**src/rtl/apb_master_interface_if.sv**
```systemverilog
// Command/stream side and APB side of the APB initiator, bundled in one interface.
// master = the initiator's view; slave = the host plus APB target environment.
interface apb_master_interface_if #(
  parameter int APB_AW = 32,
  parameter int APB_DW = 32,
  parameter int LEN_W  = 8
);
  logic              cmd_valid;
  logic              cmd_ready;
  logic              cmd_write;
  logic [APB_AW-1:0] cmd_addr;
  logic [LEN_W-1:0]  cmd_len;
  logic              wr_valid;
  logic              wr_ready;
  logic [APB_DW-1:0] wr_data;
  logic              rd_valid;
  logic              rd_ready;
  logic [APB_DW-1:0] rd_data;
  logic              done_valid;
  logic              done_err;
  logic              busy;
  logic              PSEL;
  logic              PENABLE;
  logic              PWRITE;
  logic [APB_AW-1:0] PADDR;
  logic [APB_DW-1:0] PWDATA;
  logic [APB_DW-1:0] PRDATA;
  logic              PREADY;
  logic              PSLVERR;

  modport master (
    input  cmd_valid, cmd_write, cmd_addr, cmd_len,
    input  wr_valid, wr_data, rd_ready,
    input  PRDATA, PREADY, PSLVERR,
    output cmd_ready, wr_ready, rd_valid, rd_data,
    output done_valid, done_err, busy,
    output PSEL, PENABLE, PWRITE, PADDR, PWDATA
  );

  modport slave (
    output cmd_valid, cmd_write, cmd_addr, cmd_len,
    output wr_valid, wr_data, rd_ready,
    output PRDATA, PREADY, PSLVERR,
    input  cmd_ready, wr_ready, rd_valid, rd_data,
    input  done_valid, done_err, busy,
    input  PSEL, PENABLE, PWRITE, PADDR, PWDATA
  );
endinterface

```
**src/rtl/apb_master_interface.sv**
```systemverilog
// APB initiator: bursts of word transfers from a command, write data in, read data out.
// Every beat is a fresh SETUP+ACCESS; the streams stall the FSM in WDATA/RDHOLD.
module apb_master_interface #(
  parameter int APB_AW         = 32,
  parameter int APB_DW         = 32,
  parameter int LEN_W          = 8,
  parameter int TIMEOUT_CYCLES = 255
) (
  input  logic                   clk,
  input  logic                   rst,
  apb_master_interface_if.master bus
);

  localparam int TMO_W = (TIMEOUT_CYCLES > 1) ? $clog2(TIMEOUT_CYCLES + 1) : 1;
  localparam logic [TMO_W-1:0]  TMO_LAST  = (TIMEOUT_CYCLES > 0) ? TMO_W'(TIMEOUT_CYCLES - 1) : '0;
  localparam logic [APB_AW-1:0] ADDR_STEP = APB_AW'(APB_DW / 8);

  typedef enum logic [2:0] {
    IDLE   = 3'd0,
    WDATA  = 3'd1,
    SETUP  = 3'd2,
    ACCESS = 3'd3,
    RDHOLD = 3'd4,
    DONE   = 3'd5
  } state_e;

  state_e            state_q;
  logic [APB_AW-1:0] paddr_q;
  logic [APB_DW-1:0] pwdata_q;
  logic [APB_DW-1:0] rd_data_q;
  logic [LEN_W-1:0]  cnt_q;
  logic [TMO_W-1:0]  tmo_q;
  logic              pwrite_q;
  logic              psel_q;
  logic              penable_q;
  logic              err_q;
  logic              cmd_ready_q;
  logic              wr_ready_q;
  logic              rd_valid_q;
  logic              done_valid_q;
  logic              done_err_q;
  logic              busy_q;
  logic              last_beat;
  logic              tmo_hit;

  assign last_beat = (cnt_q == '0);
  assign tmo_hit   = (TIMEOUT_CYCLES != 0) && (tmo_q == TMO_LAST);

  always_ff @(posedge clk) begin
    if (rst) begin
      state_q      <= IDLE;
      paddr_q      <= '0;
      pwdata_q     <= '0;
      rd_data_q    <= '0;
      cnt_q        <= '0;
      tmo_q        <= '0;
      pwrite_q     <= 1'b0;
      psel_q       <= 1'b0;
      penable_q    <= 1'b0;
      err_q        <= 1'b0;
      cmd_ready_q  <= 1'b1;
      wr_ready_q   <= 1'b0;
      rd_valid_q   <= 1'b0;
      done_valid_q <= 1'b0;
      done_err_q   <= 1'b0;
      busy_q       <= 1'b0;
    end else begin
      done_valid_q <= 1'b0;
      done_err_q   <= 1'b0;
      unique case (state_q)
        IDLE: begin
          if (bus.cmd_valid) begin
            paddr_q     <= bus.cmd_addr;
            pwrite_q    <= bus.cmd_write;
            cnt_q       <= bus.cmd_len;
            err_q       <= 1'b0;
            cmd_ready_q <= 1'b0;
            busy_q      <= 1'b1;
            if (bus.cmd_write) begin
              wr_ready_q <= 1'b1;
              state_q    <= WDATA;
            end else begin
              psel_q  <= 1'b1;
              tmo_q   <= '0;
              state_q <= SETUP;
            end
          end
        end
        WDATA: begin
          if (bus.wr_valid) begin
            pwdata_q   <= bus.wr_data;
            wr_ready_q <= 1'b0;
            psel_q     <= 1'b1;
            tmo_q      <= '0;
            state_q    <= SETUP;
          end
        end
        SETUP: begin
          penable_q <= 1'b1;
          state_q   <= ACCESS;
        end
        ACCESS: begin
          if (bus.PREADY) begin
            psel_q    <= 1'b0;
            penable_q <= 1'b0;
            if (bus.PSLVERR) begin
              // An error ends the whole command; remaining beats are dropped.
              err_q        <= 1'b1;
              done_valid_q <= 1'b1;
              done_err_q   <= 1'b1;
              state_q      <= DONE;
            end else if (!pwrite_q) begin
              rd_data_q  <= bus.PRDATA;
              rd_valid_q <= 1'b1;
              state_q    <= RDHOLD;
            end else if (last_beat) begin
              done_valid_q <= 1'b1;
              done_err_q   <= err_q;
              state_q      <= DONE;
            end else begin
              paddr_q    <= paddr_q + ADDR_STEP;
              cnt_q      <= cnt_q - LEN_W'(1);
              wr_ready_q <= 1'b1;
              state_q    <= WDATA;
            end
          end else if (tmo_hit) begin
            psel_q       <= 1'b0;
            penable_q    <= 1'b0;
            err_q        <= 1'b1;
            done_valid_q <= 1'b1;
            done_err_q   <= 1'b1;
            state_q      <= DONE;
          end else begin
            tmo_q <= tmo_q + TMO_W'(1);
          end
        end
        RDHOLD: begin
          if (bus.rd_ready) begin
            rd_valid_q <= 1'b0;
            if (last_beat) begin
              done_valid_q <= 1'b1;
              done_err_q   <= err_q;
              state_q      <= DONE;
            end else begin
              paddr_q <= paddr_q + ADDR_STEP;
              cnt_q   <= cnt_q - LEN_W'(1);
              psel_q  <= 1'b1;
              tmo_q   <= '0;
              state_q <= SETUP;
            end
          end
        end
        DONE: begin
          cmd_ready_q <= 1'b1;
          busy_q      <= 1'b0;
          state_q     <= IDLE;
        end
        default: begin
          psel_q      <= 1'b0;
          penable_q   <= 1'b0;
          wr_ready_q  <= 1'b0;
          rd_valid_q  <= 1'b0;
          cmd_ready_q <= 1'b1;
          busy_q      <= 1'b0;
          state_q     <= IDLE;
        end
      endcase
    end
  end

  assign bus.cmd_ready  = cmd_ready_q;
  assign bus.wr_ready   = wr_ready_q;
  assign bus.rd_valid   = rd_valid_q;
  assign bus.rd_data    = rd_data_q;
  assign bus.done_valid = done_valid_q;
  assign bus.done_err   = done_err_q;
  assign bus.busy       = busy_q;
  assign bus.PSEL       = psel_q;
  assign bus.PENABLE    = penable_q;
  assign bus.PWRITE     = pwrite_q;
  assign bus.PADDR      = paddr_q;
  assign bus.PWDATA     = pwdata_q;

endmodule
```
**src/flat_wrapper.sv**
```systemverilog
// flat-port wrapper written by rule: the top's interface ports become plain ports
module apb_master_interface_flat 
#(
  parameter int APB_AW         = 32,
  parameter int APB_DW         = 32,
  parameter int LEN_W          = 8,
  parameter int TIMEOUT_CYCLES = 255
)
  (clk, rst, bus_cmd_valid, bus_cmd_write, bus_cmd_addr, bus_cmd_len, bus_wr_valid, bus_wr_data, bus_rd_ready, bus_PRDATA, bus_PREADY, bus_PSLVERR, bus_cmd_ready, bus_wr_ready, bus_rd_valid, bus_rd_data, bus_done_valid, bus_done_err, bus_busy, bus_PSEL, bus_PENABLE, bus_PWRITE, bus_PADDR, bus_PWDATA);
  apb_master_interface_if #(.APB_AW(APB_AW), .APB_DW(APB_DW), .LEN_W(LEN_W)) bus_i ();
  input  logic clk;
  input  logic rst;
  input wire logic [$bits(bus_i.cmd_valid)-1:0] bus_cmd_valid;
  input wire logic [$bits(bus_i.cmd_write)-1:0] bus_cmd_write;
  input wire logic [$bits(bus_i.cmd_addr)-1:0] bus_cmd_addr;
  input wire logic [$bits(bus_i.cmd_len)-1:0] bus_cmd_len;
  input wire logic [$bits(bus_i.wr_valid)-1:0] bus_wr_valid;
  input wire logic [$bits(bus_i.wr_data)-1:0] bus_wr_data;
  input wire logic [$bits(bus_i.rd_ready)-1:0] bus_rd_ready;
  input wire logic [$bits(bus_i.PRDATA)-1:0] bus_PRDATA;
  input wire logic [$bits(bus_i.PREADY)-1:0] bus_PREADY;
  input wire logic [$bits(bus_i.PSLVERR)-1:0] bus_PSLVERR;
  output wire logic [$bits(bus_i.cmd_ready)-1:0] bus_cmd_ready;
  output wire logic [$bits(bus_i.wr_ready)-1:0] bus_wr_ready;
  output wire logic [$bits(bus_i.rd_valid)-1:0] bus_rd_valid;
  output wire logic [$bits(bus_i.rd_data)-1:0] bus_rd_data;
  output wire logic [$bits(bus_i.done_valid)-1:0] bus_done_valid;
  output wire logic [$bits(bus_i.done_err)-1:0] bus_done_err;
  output wire logic [$bits(bus_i.busy)-1:0] bus_busy;
  output wire logic [$bits(bus_i.PSEL)-1:0] bus_PSEL;
  output wire logic [$bits(bus_i.PENABLE)-1:0] bus_PENABLE;
  output wire logic [$bits(bus_i.PWRITE)-1:0] bus_PWRITE;
  output wire logic [$bits(bus_i.PADDR)-1:0] bus_PADDR;
  output wire logic [$bits(bus_i.PWDATA)-1:0] bus_PWDATA;
  assign bus_i.cmd_valid = bus_cmd_valid;
  assign bus_i.cmd_write = bus_cmd_write;
  assign bus_i.cmd_addr = bus_cmd_addr;
  assign bus_i.cmd_len = bus_cmd_len;
  assign bus_i.wr_valid = bus_wr_valid;
  assign bus_i.wr_data = bus_wr_data;
  assign bus_i.rd_ready = bus_rd_ready;
  assign bus_i.PRDATA = bus_PRDATA;
  assign bus_i.PREADY = bus_PREADY;
  assign bus_i.PSLVERR = bus_PSLVERR;
  assign bus_cmd_ready = bus_i.cmd_ready;
  assign bus_wr_ready = bus_i.wr_ready;
  assign bus_rd_valid = bus_i.rd_valid;
  assign bus_rd_data = bus_i.rd_data;
  assign bus_done_valid = bus_i.done_valid;
  assign bus_done_err = bus_i.done_err;
  assign bus_busy = bus_i.busy;
  assign bus_PSEL = bus_i.PSEL;
  assign bus_PENABLE = bus_i.PENABLE;
  assign bus_PWRITE = bus_i.PWRITE;
  assign bus_PADDR = bus_i.PADDR;
  assign bus_PWDATA = bus_i.PWDATA;
  apb_master_interface #(.APB_AW(APB_AW), .APB_DW(APB_DW), .LEN_W(LEN_W), .TIMEOUT_CYCLES(TIMEOUT_CYCLES)) u_core (.clk(clk), .rst(rst), .bus(bus_i));
endmodule
```
**config.mk**
```make
export PLATFORM = sky130hd
export DESIGN_NAME = apb_master_interface_flat
export DESIGN_NICKNAME = d
export VERILOG_FILES = /design/src/rtl/apb_master_interface_if.sv /design/src/rtl/apb_master_interface.sv /design/src/flat_wrapper.sv
export SDC_FILE = /design/constraint.sdc
export NUM_CORES = 1
export LEC_CHECK = 0
export CORE_ASPECT_RATIO = 1.4
export CORE_MARGIN = 2
export CORE_UTILIZATION = 29
export CTS_CLUSTER_SIZE = 25
export DETAILED_ROUTE_END_ITERATION = 7
export SLEW_MARGIN = 20
export SYNTH_ARGS = -nofsm -noshare
export SYNTH_HDL_FRONTEND = slang
export SYNTH_SLANG_ARGS = --single-unit
```
**constraint.sdc**
```tcl
create_clock -name clk -period 2.13 [get_ports clk]
set_input_delay 0.426 -clock clk [delete_from_list [all_inputs] [get_ports clk]]
set_output_delay 0.426 -clock clk [all_outputs]
set_load 0.01 [all_outputs]
```
==> flow_metrics.env, run 1 <==
export IMPL_core_area_um2=19900
export IMPL_dieArea_um2=21500
export IMPL_ys_ff_latch=125
export IMPL_drtAntennaViolNets=0
export IMPL_vias=6537
export IMPL_cp_arrival_ns=2.40
export IMPL_period_minus_slack_ns=2.07
export IMPL_ios=217
export IMPL_wl_met1_mm=8.25
export IMPL_wl_met2_mm=10.3
export IMPL_drive_gt1_frac=0.138
export IMPL_timing_rr_end="u_core.tmo_q[6]"
export IMPL_antenna_found_initial=0
export IMPL_clockBufferDepth=2
export IMPL_met3_wirelength_mm=1.34
export IMPL_worst_pin_slew_ns=0.517
export IMPL_r2r_slack_ns=0.06
export IMPL_p_per_area_nw_per_um2=887
export IMPL_hold_class="primary input to flop"
export IMPL_cts_sinks=125
export IMPL_ys_flop_type="dfxtp_1"
export IMPL_start_util=0.296
export IMPL_min_to="u_core.bus.PADDR[15]"
export IMPL_grt_setup_unrepaired="yes"
export IMPL_initialDrtViolationCount=465
export IMPL_syn_avg_cell_area_um2=7.67
export IMPL_insertion_delay_ns=0.42
export IMPL_top_layer="met4"
export IMPL_drv_cap=0
export IMPL_r2r_start="u_core.cnt_q[7]"
export IMPL_finalHoldViolCount=0
export IMPL_critPathMaxStageDelay_ns=0.57
export IMPL_cp_start_kind="flop"
export IMPL_syn_inst=768
export IMPL_slew_violations=0
export IMPL_drc=0
export IMPL_nets=1144
export IMPL_num_antenna_cells=0
export IMPL_hp_start="rst"
export IMPL_critPathBufInv=0
export IMPL_status="finished clean"
export IMPL_gr_total_overflow=0
export IMPL_irDropWorstVdd_v=0.000438
export IMPL_clk_pin_slew_ns=0.06
export IMPL_cp_required_ns=2.46
export IMPL_hpwl_mm=14.7
export IMPL_die_y_um=173
export IMPL_grt_usage=0.184
export IMPL_worstSetupEndpointType="flop"
export IMPL_grt_max_degree=43
export IMPL_grt_pass1_wl_mm=32.4
export IMPL_fin_tns_setup_ns=0
export IMPL_syn_to_final_growth_pct=60.7
export IMPL_ys_seq_area_frac=0.425
export IMPL_dr_pass1_iters=4
export IMPL_max_slew_margin=0.655
export IMPL_clock_skew_ns=0.00733
export IMPL_port_buffers=216
export IMPL_async_reset_ff_frac=0
export IMPL_min_path_cells=2
export IMPL_wl_per_cell_um=15.8
export IMPL_p_leak_nw=3.32
export IMPL_final_cell_count_no_fill=1291
export IMPL_yosysWarnings=0
export IMPL_path_delay_family="simple AND/OR/NAND/NOR gates"
export IMPL_crit_fanout=8
export IMPL_cts_tree="done"
export IMPL_htree_levels=4
export IMPL_grt_pass1_vias=6305
export IMPL_synth_nets=884
export IMPL_path_cells="or4_4 > or2_4 > or3_4 > nor3b_4 > a311oi_2"
export IMPL_yosysUniqueCellTypes=60
export IMPL_slowest_stage="or4_4"
export IMPL_dp_cells=1256
export IMPL_synth_edf_count=0
export IMPL_reg2regPathDepth=5
export IMPL_timing_worst_setup_path_type="flop to flop"
export IMPL_hold_buffers=0
export IMPL_cts_made_buffers=17
export IMPL_finalCritPeriodShare=0.973
export IMPL_rows=61
export IMPL_setup_viol=0
export IMPL_die_x_um=124
export IMPL_viasPerCell=5.06
export IMPL_netlist_area_um2=5890
export IMPL_gp_congestion=0.851
export IMPL_wl_mm=20.4
export IMPL_fmax_ghz=0.483
export IMPL_clockRootBuffer="clkbuf_16"
-- kinds of logic (layout without fill, tap and decap cells) --
family                     Yosys count  after routing  synth area share
and+or+nand+nor                    332            332             0.259
AOI/OAI and AO/OA                  226            226             0.243
DFF                                125            125             0.425
buffers and inverters               74            345            0.0527
muxes                                7              7            0.0123
adders and majority gates            4              4           0.00849
-- per-layer routing --
layer | vias up | track usage
li1 | 3250 | -
met1 | 3038 | 0.215
met2 | 211 | 0.315
met3 | 38 | 0.0486
met4 | 0 | 0.0838
met5 | - | 0
-- registers in the layout, indices dropped and copies added (netlist names), 3 cells and up --
signal,cells
u_core.bus.PADDR,32
u_core.cnt_q,8
u_core.bus.rd_data,32
u_core.state_q,3
u_core.tmo_q,8
u_core.bus.PWDATA,32
-- synthesized netlist by cell type, drive strengths merged, types with 3 or more instances --
library cell | instances | area share
nand3 | 29 | 0.025
a21o | 3 | 0.0038
or2 | 3 | 0.0032
o2bb2ai | 3 | 0.0045
nand2 | 174 | 0.11
a311oi | 10 | 0.019
mux2i | 5 | 0.0085
nand2b | 7 | 0.0074
and3 | 8 | 0.0085
o22ai | 6 | 0.0064
nor2 | 43 | 0.027
o32ai | 4 | 0.0059
clkbuf | 39 | 0.025
and2 | 3 | 0.0032
a31oi | 9 | 0.0096
o21a | 3 | 0.0038
inv | 20 | 0.013
buf | 15 | 0.015
o21ai | 38 | 0.032
a21oi | 102 | 0.087
o211ai | 4 | 0.0051
nor3b | 5 | 0.0083
o31a | 4 | 0.0059
ha | 4 | 0.0085
or3 | 7 | 0.0074
a211oi | 15 | 0.022
dfxtp | 125 | 0.42
a32o | 4 | 0.0068
o31ai | 5 | 0.0072
a22oi | 4 | 0.0051
or4 | 4 | 0.0057
nor4 | 10 | 0.011
nand4 | 8 | 0.0085
nor3 | 18 | 0.015
nand3b | 5 | 0.0064
-- worst max path at each step --
| stage | from | endpoint | slack, ns | cells after the start |
|---|---|---|---|---|
| after floorplan | u_core.cnt_q[0] | u_core.tmo_q[5] | 0.06 | 7 |
| after global placement | bus_rd_ready | u_core.cnt_q[1] | -0.23 | 8 |
| after detailed placement | bus_PREADY | u_core.cnt_q[7] | -0.26 | 8 |
| after CTS | u_core.cnt_q[1] | u_core.tmo_q[6] | 0.001 | 7 |
| after global routing | u_core.cnt_q[1] | u_core.bus.PADDR[27] | -0.02 | 9 |
| final | u_core.cnt_q[7] | u_core.tmo_q[6] | 0.06 | 5 |
-- cell type report --
cell class,count,area [µm²]
fillers,1977,10500
multi-input cells,569,3160
repair buffers,295,2820
flip-flops and latches,125,2510
clock buffers,20,457
well taps,252,315
clock inverters,10,141
inverters,20,75.1
-- worst register-to-register path, delay by kind of cell, from the launching register on --
kind | cells | cell delay, ns
compound gates | 1 | 0.27
simple gates | 4 | 1.40
flops | 1 | 0.33
-- per-stage QoR --
stage	setup slack [ns]	area [µm²]	utilization	hold WS (ns)	total power, mW
6_report	0.0580	9470	0.475	0.327	8.40
3_5_place_dp	-0.261	8760	0.440	0.446	5.37
3_3_place_gp	-0.226	8760	0.440	0.440	5.36
2_1_floorplan	0.0611	5890	-	0.447	4.08
4_1_cts	0.00112	9360	0.470	0.305	8.38
5_1_grt	-0.0156	9470	0.475	0.323	8.85
-- power breakdown --
part | switching, mW | internal, mW | total, mW
Clock | 1.07 | 1.89 | 2.96
Sequential | 0.251 | 2.60 | 2.86
Combinational | 1.26 | 1.32 | 2.58
-- timing repair --
action	in CTS	in global routing
endpoints found under the setup margin	6	30
buffers inserted	0	5
resized for setup	2	20
pin swaps	0	7
-- cells in the final DEF, fill, tap and decap left out, drive strengths merged, types with 3 or more instances in the layout --
cell type,n
clkbuf,20
a21oi,102
a22oi,4
clkdlybuf4s50,215
a311oi,10
nor4,10
or2,3
o32ai,4
a21o,3
buf,80
a31oi,9
inv,20
o2bb2ai,3
a32o,4
clkinvlp,5
dfxtp,125
nand2,174
and3,8
o31ai,5
nor3,18
o21a,3
mux2i,5
o22ai,6
ha,4
nor3b,5
or4,4
nand4,8
o211ai,4
nand2b,7
or3,7
nor2,43
o21ai,38
a211oi,15
nand3b,5
o31a,4
bufinv,3
nand3,29
and2,3
Power figures use the tool's default switching activity.
==> inputs of run 2 (changes only) <==
- TNS_END_PERCENT: default -> 20
==> run 2 against run 1 <==
Net effect: maximum frequency decreased by 0.19%; die area unchanged; sequential power about the same; non-clock buffer count decreased by 1; worst setup slack got worse by 0.0040 ns; design area about the same.
==> flow_metrics.env, run 2 (synthesis gave the netlist of run 1 again) <==
export IMPL_status="finished clean"
export IMPL_cts_sinks=125
export IMPL_clockRootBuffer="clkbuf_16"
export IMPL_viasPerCell=5.08
export IMPL_r2r_slack_ns=0.05
export IMPL_drive_gt1_frac=0.137
export IMPL_finalCritPeriodShare=0.975
export IMPL_min_path_cells=2
export IMPL_drc=0
export IMPL_power_frac_clock=0.353
export IMPL_port_buffers=216
export IMPL_grt_usage=0.184
export IMPL_grt_setup_unrepaired="yes"
export IMPL_swShare=0.309
export IMPL_rows=61
export IMPL_nFillCells=1979
export IMPL_start_util=0.296
export IMPL_startpoint="u_core.cnt_q[7]"
export IMPL_grt_max_degree=43
export IMPL_timing_worst_setup_path_type="flop to flop"
export IMPL_drtAntennaViolNets=0
export IMPL_hold_buffers=0
export IMPL_comb_power_share=0.307
export IMPL_p_int_mw=5.80
export IMPL_irDropWorstVdd_v=0.000440
export IMPL_post_place_ws_ns=-0.261
export IMPL_reg2regPathDepth=5
export IMPL_gp_congestion=0.851
export IMPL_cp_required_ns=2.46
export IMPL_period_minus_slack_ns=2.08
export IMPL_setup_viol=0
export IMPL_hpwl_mm=14.7
export IMPL_gr_usage_met3=0.0486
export IMPL_worst_pin_slew_ns=0.520
export IMPL_hp_start="rst"
export IMPL_min_to="u_core.bus.PADDR[15]"
export IMPL_initialDrtViolationCount=450
export IMPL_fmax_ghz=0.482
export IMPL_wl_per_cell_um=15.8
export IMPL_grt_pass1_vias=6305
export IMPL_dieArea_um2=21500
export IMPL_drv_cap=0
export IMPL_slew_violations=0
export IMPL_busiest_layer="met2"
export IMPL_grtUsageMet1=0.215
export IMPL_p_sw_mw=2.59
export IMPL_clock_skew_ns=0.00797
export IMPL_die_x_um=124
export IMPL_grt_use_met2=0.315
export IMPL_syn_to_final_growth_pct=60.6
export IMPL_htree_levels=4
export IMPL_finalWorstSetupSlack_ns=0.0539
export IMPL_worstSetupEndpointType="flop"
export IMPL_p_leak_nw=3.31
export IMPL_timing_rr_end="u_core.tmo_q[6]"
export IMPL_fin_tns_setup_ns=0
export IMPL_cp_arrival_ns=2.40
export IMPL_r2r_start="u_core.cnt_q[7]"
export IMPL_core_area_um2=19900
export IMPL_num_antenna_cells=0
export IMPL_finalHoldViolCount=0
export IMPL_most_common_layout_cells="215 x clkdlybuf4s50_1, 174 x nand2_1, 120 x dfxtp_1"
export IMPL_hold_class="primary input to flop"
export IMPL_final_common_cell="clkdlybuf4s50_1"
export IMPL_die_y_um=173
export IMPL_ios=217
export IMPL_p_seq_frac=0.340
export IMPL_cts_made_buffers=17
export IMPL_gr_total_overflow=0
export IMPL_dr_pass1_iters=4
export IMPL_grt_pass1_wl_mm=32.4
export IMPL_max_slew_margin=0.653
export IMPL_cp_start_kind="flop"
export IMPL_wl_mm=20.4
export IMPL_p_per_area_nw_per_um2=887
export IMPL_crit_fanout=8
export IMPL_insertion_delay_ns=0.42
export IMPL_nets=1143
export IMPL_fin_util=0.475
export IMPL_antenna_found_initial=0
export IMPL_clockBufferDepth=2
export IMPL_vias=6547
export IMPL_clk_pin_slew_ns=0.06
export IMPL_cts_tree="done"
[run 2: changes by cell type in the layout (fill, tap and decap cells not counted)]
cell / change
buf_4: -1
[run 2: metrics by stage]
stage	hold slack [ns]	cells	power, mW	instance area, µm²
global route	0.323	1290	8.84	9460
CTS	0.305	1286	8.38	9360
finish	0.322	1290	8.40	9460
floorplan	0.447	768	4.08	5890
global placement	0.440	1256	5.36	8760
detailed placement	0.446	1256	5.37	8760
[run 2: area by class of cell]
type | count | area (µm²) | area share
clock buffer | 20 | 457 | 0.0483
clock inverter | 10 | 141 | 0.0149
inverter | 20 | 75.1 | 0.00793
multi-input combinational | 569 | 3160 | 0.333
sequential | 125 | 2510 | 0.265
tap | 252 | 315 | 0.0333
timing repair buffer | 294 | 2810 | 0.297
[run 2: repair_timing]
action	4_1_cts	5_1_grt
buffers inserted	0	4
endpoints found under the setup margin	6	30
hold endpoints to repair	0	0
pin swaps	0	7
gates resized for setup	2	20
[run 2: metal layers]
metal  vias to the layer above  wire length, µm
li1                       3251                -
met1                      3045             8390
met2                       207            10200
met3                        44             1180
met4                         0              593
met5                         -                0
[run 2: worst max-delay path, stage by stage (launching register included)]
cell and delay (ns):
dfxtp_2 0.33, or4_4 0.57, or2_4 0.29, or3_4 0.33
nor3b_4 0.21, a311oi_2 0.27
[run 2: power by group through the flow]
| stage | clock network, mW | logic, mW | registers, mW |
|---|---|---|---|
| floorplan | 0 | 1.13 | 2.95 |
| global placement | 0 | 2.47 | 2.89 |
| detailed placement | 0 | 2.48 | 2.89 |
| CTS | 3.03 | 2.51 | 2.84 |
| global route | 3.14 | 2.80 | 2.89 |
| finish | 2.96 | 2.58 | 2.86 |
[run 2: worst max-delay path by stage]
stage | end | slack [ns] | cells past startpoint
floorplan | u_core.tmo_q[5] | 0.06 | 7
global placement | u_core.cnt_q[1] | -0.23 | 8
detailed placement | u_core.cnt_q[7] | -0.26 | 8
CTS | u_core.tmo_q[6] | 0.001 | 7
global route | u_core.tmo_q[6] | -0.01 | 5
finish | u_core.tmo_q[6] | 0.05 | 5
